File: config.mk
export PLATFORM = sky130hd
export DESIGN_NAME = receptor_quadro_serial
export DESIGN_NICKNAME = d
export VERILOG_FILES = /design/src/rtl/receptor_quadro_serial.sv
export SDC_FILE = /design/constraint.sdc
export NUM_CORES = 1
export LEC_CHECK = 0
export BUFFER_PORTS_ARGS = -buffer_cell sky130_fd_sc_hd__buf_4
export CORE_MARGIN = 1
export CORE_UTILIZATION = 40
export CTS_BUF_LIST = sky130_fd_sc_hd__clkbuf_4 sky130_fd_sc_hd__clkbuf_8
export DETAILED_ROUTE_END_ITERATION = 10
export HOLD_SLACK_MARGIN = 0.06
export PLACE_DENSITY = 0.62
export SYNTH_ARGS = -nofsm -noshare
export SYNTH_HDL_FRONTEND = slang
export SYNTH_SLANG_ARGS = --single-unit
File: constraint.sdc
create_clock -name clock -period 2.75 [get_ports clock]
set_input_delay 0.1375 -clock clock [delete_from_list [all_inputs] [get_ports clock]]
set_output_delay 0.1375 -clock clock [all_outputs]
set_load 0.02 [all_outputs]
File: src/rtl/receptor_quadro_serial.sv
// 8N1 UART frame receiver: rebuilds a sync-prefixed, XOR-checked frame and writes its payload
// byte by byte into an external frame buffer.
module receptor_quadro_serial #(
  parameter int unsigned CICLOS_POR_BIT = 434,
  parameter int unsigned BYTES_QUADRO   = 30,
  parameter logic [7:0]  BYTE_SYNC      = 8'hA5
) (
  input  logic                            clock,
  input  logic                            reset,
  input  logic                            entrada_serial,
  input  logic                            habilitar,
  output logic [7:0]                      dado,
  output logic [$clog2(BYTES_QUADRO)-1:0] endereco,
  output logic                            escrita,
  output logic                            quadro_pronto,
  output logic                            erro_checksum,
  output logic                            erro_enquadramento,
  output logic [7:0]                      quadros_recebidos,
  output logic [3:0]                      db_estado
);

  localparam int unsigned CW = $clog2(CICLOS_POR_BIT);
  localparam int unsigned AW = $clog2(BYTES_QUADRO);
  localparam logic [CW-1:0] FimBit    = CW'(CICLOS_POR_BIT - 1);
  localparam logic [CW-1:0] MeioBit   = CW'(CICLOS_POR_BIT / 2 - 1);
  localparam logic [AW-1:0] UltimoIdx = AW'(BYTES_QUADRO - 1);

  typedef enum logic [1:0] {
    RxOcioso = 2'd0,
    RxInicio = 2'd1,
    RxDados  = 2'd2,
    RxParada = 2'd3
  } estado_rx_e;

  typedef enum logic [1:0] {
    MtEsperaSync = 2'd0,
    MtCarga      = 2'd1,
    MtVerifica   = 2'd2
  } estado_mt_e;

  // Input synchronizer; flops reset to the idle (high) line level.
  logic sinc1_q, sinc2_q, linha;

  always_ff @(posedge clock or negedge reset) begin
    if (!reset) begin
      sinc1_q <= 1'b1;
      sinc2_q <= 1'b1;
    end else begin
      sinc1_q <= entrada_serial;
      sinc2_q <= sinc1_q;
    end
  end

  assign linha = sinc2_q;

  // Bit receiver
  estado_rx_e    rx_q, rx_d;
  logic [CW-1:0] cont_q, cont_d;
  logic [2:0]    bit_q, bit_d;
  logic [7:0]    desloc_q, desloc_d;
  logic          byte_ok, erro_parada;
  logic          erro_enq_q;

  always_ff @(posedge clock or negedge reset) begin
    if (!reset) begin
      rx_q       <= RxOcioso;
      cont_q     <= '0;
      bit_q      <= '0;
      desloc_q   <= '0;
      erro_enq_q <= 1'b0;
    end else begin
      rx_q       <= rx_d;
      cont_q     <= cont_d;
      bit_q      <= bit_d;
      desloc_q   <= desloc_d;
      erro_enq_q <= erro_parada;
    end
  end

  always_comb begin
    rx_d        = rx_q;
    cont_d      = cont_q + 1'b1;
    bit_d       = bit_q;
    desloc_d    = desloc_q;
    byte_ok     = 1'b0;
    erro_parada = 1'b0;
    case (rx_q)
      RxOcioso: begin
        cont_d = '0;
        if (!linha) rx_d = RxInicio;
      end
      RxInicio: begin
        if (cont_q == MeioBit) begin
          cont_d = '0;
          if (linha) begin
            rx_d = RxOcioso;
          end else begin
            rx_d  = RxDados;
            bit_d = '0;
          end
        end
      end
      RxDados: begin
        if (cont_q == FimBit) begin
          cont_d   = '0;
          desloc_d = {linha, desloc_q[7:1]};
          bit_d    = bit_q + 3'd1;
          if (bit_q == 3'd7) rx_d = RxParada;
        end
      end
      RxParada: begin
        if (cont_q == FimBit) begin
          cont_d = '0;
          rx_d   = RxOcioso;
          // byte_ok is combinational so the assembler's registered outputs land one cycle
          // after the stop-bit sample.
          if (linha) byte_ok = 1'b1;
          else       erro_parada = 1'b1;
        end
      end
      default: rx_d = RxOcioso;
    endcase
  end

  // Frame assembler
  estado_mt_e    mt_q, mt_d;
  logic [AW-1:0] idx_q, idx_d;
  logic [7:0]    chk_q, chk_d;
  logic [7:0]    dado_q, dado_d;
  logic [AW-1:0] end_q, end_d;
  logic          escrita_q, escrita_d;
  logic          pronto_q, pronto_d;
  logic          erro_chk_q, erro_chk_d;
  logic [7:0]    quadros_q, quadros_d;

  always_ff @(posedge clock or negedge reset) begin
    if (!reset) begin
      mt_q       <= MtEsperaSync;
      idx_q      <= '0;
      chk_q      <= '0;
      dado_q     <= '0;
      end_q      <= '0;
      escrita_q  <= 1'b0;
      pronto_q   <= 1'b0;
      erro_chk_q <= 1'b0;
      quadros_q  <= '0;
    end else begin
      mt_q       <= mt_d;
      idx_q      <= idx_d;
      chk_q      <= chk_d;
      dado_q     <= dado_d;
      end_q      <= end_d;
      escrita_q  <= escrita_d;
      pronto_q   <= pronto_d;
      erro_chk_q <= erro_chk_d;
      quadros_q  <= quadros_d;
    end
  end

  always_comb begin
    mt_d       = mt_q;
    idx_d      = idx_q;
    chk_d      = chk_q;
    dado_d     = dado_q;
    end_d      = end_q;
    escrita_d  = 1'b0;
    pronto_d   = 1'b0;
    erro_chk_d = 1'b0;
    quadros_d  = quadros_q;
    if (!habilitar || erro_parada) begin
      // A framing error abandons the frame; writes already issued stay in the buffer.
      mt_d = MtEsperaSync;
    end else if (byte_ok) begin
      case (mt_q)
        MtEsperaSync: begin
          if (desloc_q == BYTE_SYNC) begin
            mt_d  = MtCarga;
            idx_d = '0;
            chk_d = '0;
          end
        end
        MtCarga: begin
          escrita_d = 1'b1;
          dado_d    = desloc_q;
          end_d     = idx_q;
          chk_d     = chk_q ^ desloc_q;
          idx_d     = idx_q + 1'b1;
          if (idx_q == UltimoIdx) mt_d = MtVerifica;
        end
        MtVerifica: begin
          if (desloc_q == chk_q) begin
            pronto_d  = 1'b1;
            quadros_d = quadros_q + 8'd1;
          end else begin
            erro_chk_d = 1'b1;
          end
          mt_d = MtEsperaSync;
        end
        default: mt_d = MtEsperaSync;
      endcase
    end
  end

  assign dado               = dado_q;
  assign endereco           = end_q;
  assign escrita            = escrita_q;
  assign quadro_pronto      = pronto_q;
  assign erro_checksum      = erro_chk_q;
  assign erro_enquadramento = erro_enq_q;
  assign quadros_recebidos  = quadros_q;
  assign db_estado          = {mt_q, rx_q};

endmodule
Yosys cells after proc, flatten, opt, wreduce, memory -nomap -nowiden
Cells that the tools add are included.
{ "word_totals": {"ff_bits": 64, "inputBits": 4, "out_inout_bits": 29} }
{ "classes": {"n_addsub": 4, "n_eq_ne": 20, "mux": 40, "n_bitwise": 2, "reduce_logical": 15} }
{ "op_table": {"columns": ["operator", "count"], "rows": [
  ["9-bit case mux with 3 select lines", 1],
  ["2-bit two-way mux", 10],
  ["9-bit two-way mux", 2],
  ["1-bit two-way mux", 17],
  ["8-bit case mux with 2 select lines", 1],
  ["2-bit != test, second input constant", 7],
  ["4-bit AND reduction", 3],
  ["5-bit case mux with 2 select lines", 1],
  ["9-bit by 1-bit adder with 9-bit output, second input constant", 1],
  ["9-bit by 8-bit == test with 1-bit output, second input constant", 1],
  ["9-bit == test, second input constant", 1],
  ["3-bit two-way mux", 3],
  ["8-bit by 1-bit adder with 8-bit output, second input constant", 1],
  ["8-bit == test", 1],
  ["8-bit == test, second input constant", 1],
  ["8-bit two-way mux", 1],
  ["2-bit case mux with 4 select lines", 1],
  ["8-bit XOR", 1],
  ["2-bit == test, second input constant", 3],
  ["3-bit != test, second input constant", 2],
  ["3-bit case mux with 2 select lines", 1],
  ["3-bit AND reduction", 2],
  ["2-bit nonzero test", 3],
  ["5-bit by 1-bit adder with 5-bit output, second input constant", 1],
  ["13 further kinds", 15]
]} }

Logic depth before layout (Yosys ltp)
{ "depth": {"ltp_word": 6, "mapped_depth": 8} }

Worst setup path after synthesis
Ideal clock, no wire load.
{ "synth_timing": {"kind": "reg-to-reg", "start": "reg cont_q[1]", "end": "reg chk_q[0]", "arrival_time_ns": 2.006, "required_ns": 2.629, "path_slack_ns": 0.623, "path_stages_with_launch": 8, "n_path_buf": 1, "synth_period_minus_slack_ns": 2.127, "cell_sequence": "dfrtp_1 -> inv_1 -> ha_1 -> nand4bb_1 -> or4b_4 -> or3_1 -> buf_6 -> a22o_1"} }
{ "synth_via": {"elab_chain_cells": 6, "elab_cells_between_ends": 8} }
{ "synth_rtl": {"columns": ["item", "line_no", "source"], "rows": [
  ["start, declared", "58", "logic [CW-1:0] cont_q, cont_d;"],
  ["start signal, assigned", "73", "cont_q <= cont_d;"],
  ["9-bit == test (*)", "112", "if (cont_q == FimBit) begin"],
  ["1-bit two-way mux", "112", null],
  ["1-bit two-way mux", "87", "case (rx_q)"],
  ["1-bit logical OR", "170", "if (!habilitar || erro_parada) begin"],
  ["1-bit inverter (no source line)", null, null],
  ["4-bit AND reduction (no source line) (*)", null, null],
  ["end signal, assigned", "150", "chk_q <= chk_d;"],
  ["end, declared", "128", "logic [7:0] chk_q, chk_d;"]
]} }
Every way passes the cells marked *; elsewhere a longest branch is shown, timed or not.
A chain may end at the register's enable or synchronous reset.

Worst setup path in the final report
{ "layout_timing": {"start": "reg cont_q[1]", "end": "reg chk_q[1]"} }
The elaborated chain is that of the path after synthesis.

==> impl_metrics.json <==
{
  "status": "completed",
  "p_total_w": 0.00181,
  "yosysSeqAreaShare_pct": 51.2,
  "ys_ff_latch": 64,
  "syn2layout_area_growth_pct": 18.7,
  "cts_sinks": 64,
  "synth_top_area_share_pct": 49.5,
  "synth_area_um2": 3130,
  "grt_overflow": 0,
  "rsz0062_at_grt": "no",
  "wl_met1_um": 3080,
  "synthTopCellsByArea": "dfrtp_1 (50%), mux2_2 (7.9%), nand2b_1 (3.4%), xor2_1 (3.4%), ha_1 (3.2%)",
  "grt_start_max_net_pins": 65,
  "vias": 2250,
  "layout-drive-gt1-share_pct": 25.5,
  "final_nets": 325,
  "skew_ns": 0.00795,
  "finalSetupViolCount": 0,
  "drtPass1Iterations": 4,
  "synth-main-ff-cell": "dfrtp_1",
  "drtIter0Drc": 101,
  "yosysMostFrequentCell": "dfrtp_1",
  "numCtsBuffers": 9,
  "critPathKind": "reg -> reg",
  "maxSlewViolCount": 0,
  "n_fill_cell": 684,
  "ys_warn_count": 0,
  "grt_pass1_wl_um": 11200,
  "wl_um": 6430,
  "total_leakage_power_nw": 1.74,
  "cap_violations": 0,
  "synthArstFlopShare_pct": 100,
  "path_clk_slew_ns": 0.07,
  "syn_avg_cell_area_um2": 11.6,
  "wl_per_cell_um": 15.4,
  "core_area_um2": 7410,
  "ctsResizeCount": 0,
  "num_rows": 31,
  "placedInstanceArea_um2": 3490,
  "syn-instance-count": 271,
  "ir_drop_uv": 289,
  "highest_layer": "met4",
  "required_ns": 2.98,
  "whs_ns": 0.131,
  "ys_top_cells_by_count": "dfrtp_1 (62), mux2_2 (22), nand2b_1 (17)",
  "hpwl_um": 4200,
  "post-synth-top-area-cell": "dfrtp_1",
  "cts_buffer_depth": 2,
  "synth_edf_count": 0,
  "route.detailed.drc": 0,
  "arrival_ns": 2.68,
  "end_kind": "flop",
  "start_util_pct": 42.3,
  "power-per-cell-area_nw_per_um2": 488,
  "place_ws_ns": 0.308,
  "fmax_mhz": 408,
  "antenna_cells": 0,
  "ys_types": 45,
  "die_area_um2": 8190,
  "pin_count": 33,
  "timing.final.hold_violations": 0,
  "setup_ws_ns": 0.299,
  "slew_headroom_pct": 45.9,
  "port_buffers": 32,
  "final.period_utilization_pct": 89.1,
  "antenna_found_initial": 0,
  "tightest_slew_ns": 0.812,
  "ant_nets": 0,
  "clkLatencyLatePin_ns": 0.34,
  "die_width_um": 90.5,
  "vias_per_cell": 5.40,
  "cts_tree": "yes",
  "grt_pass1_vias": 2284,
  "gp_congestion": 0.819,
  "wl_met2_um": 3090,
  "stdcell_area_um2": 3720,
  "grt_usage_pct": 17.3,
  "worst_hold_path_type": "in -> reg",
  "root_buffer": "clkbuf_8",
  "fin_crit_ns": 2.45,
  "fin_tns_setup_ns": 0,
  "die_h_um": 90.5,
  "wl_met3_um": 207,
  "syn_nets": 283,
  "htree_levels": 3,
  "crit_path_max_fanout": 12,
  "startpoint_type": "flop"
}
[cell usage in the layout, fill, tap and decap left out, types with 4 or more instances in the layout]
master and n:
a22o_1 8, clkbuf_8 11, nor4_1 6, o21ai_0 4
nor2_1 15, nand2b_1 17, nand2_1 10, inv_1 10
nor3_1 4, ha_1 8, a21oi_1 4, mux2_2 22
nand4_1 10, dfrtp_1 62, buf_4 36, xor2_1 12
nand3_1 11, xnor2_1 10, o41ai_1 8
[final cells by class]
class | count | area, um2 | share of cell area (%)
Sequential cell | 64 | 1600 | 43.2
Multi-Input combinational cell | 190 | 1450 | 39.1
Timing Repair Buffer | 38 | 290 | 7.81
Clock buffer | 13 | 166 | 4.48
Tap cell | 99 | 124 | 3.33
Clock inverter | 3 | 42.5 | 1.14
Inverter | 10 | 37.5 | 1.01
[cell families after synthesis]
| group | count (synthesis) | synth area share [%] |
|---|---|---|
| xor gates and xnor gates | 22 | 6.15 |
| adders and majority gates | 8 | 3.20 |
| DFF | 64 | 51.2 |
| AOI/OAI and AO/OA | 33 | 7.87 |
| buffers and inverters | 17 | 2.44 |
| and+or+nand+nor | 102 | 20.3 |
| muxes | 25 | 8.87 |
[critical path, stage by stage, from the launching register on]
cell       delay [ns]
dfrtp_1          0.41
inv_1            0.09
ha_1             0.17
nand4bb_1        0.15
or4b_4           0.66
or3_1            0.57
a22o_1           0.29
[metal layers]
metal  track usage (%)  vias to the layer above
met4              6.18                        0
met1              22.0                     1130
li1                  -                     1075
met2              27.7                       38
met3              5.47                        7
met5                 0                        -
[path summary, 6_finish.rpt]
path / from / endpoint / slack (ns) / cells after the start
worst max-delay path: cont_q[1] / chk_q[1] / 0.30 / 6
worst min-delay path: habilitar / mt_q[1] / 0.13 / 3
worst max register to register: cont_q[1] / chk_q[1] / 0.30 / 6
worst min register to register: sinc1_q / linha / 0.36 / 0
max in group asynchronous: reset / idx_q[3] / 1.78 / 2
min in group asynchronous: reset / dado[3] / 0.44 / 2
[state kept, by name, summed over array words and instances, names as in the netlist, 2 cells and up, named ones only]
register,count
chk_q,8
cont_q,9
mt_q,2
bit_q,3
endereco,5
desloc_q,8
quadros_recebidos,8
idx_q,5
dado,8
[per-stage QoR]
step,instances,util (%)
global placement,399,47.1
CTS,417,50.2
floorplan,271,-
global route,417,50.2
detailed placement,399,47.1
finish,417,50.2
[what timing repair did]
item / in CTS / in global routing
endpoints found under the setup margin: 0 / 0
hold buffers: 2 / 0
hold endpoints to repair: 63 / 0
setup buffers: 0 / 0
[power by group]
part | leakage, nW | total, W | internal (W) | switching [W]
combinational | 0.775 | 0.0000286 | 0.00000553 | 0.0000231
sequential | 0.857 | 0.000946 | 0.000944 | 0.00000192
clock | 0.106 | 0.000839 | 0.000487 | 0.000352
total | 1.74 | 0.00181 | 0.00144 | 0.000377
(Power assumes the default switching activity.)
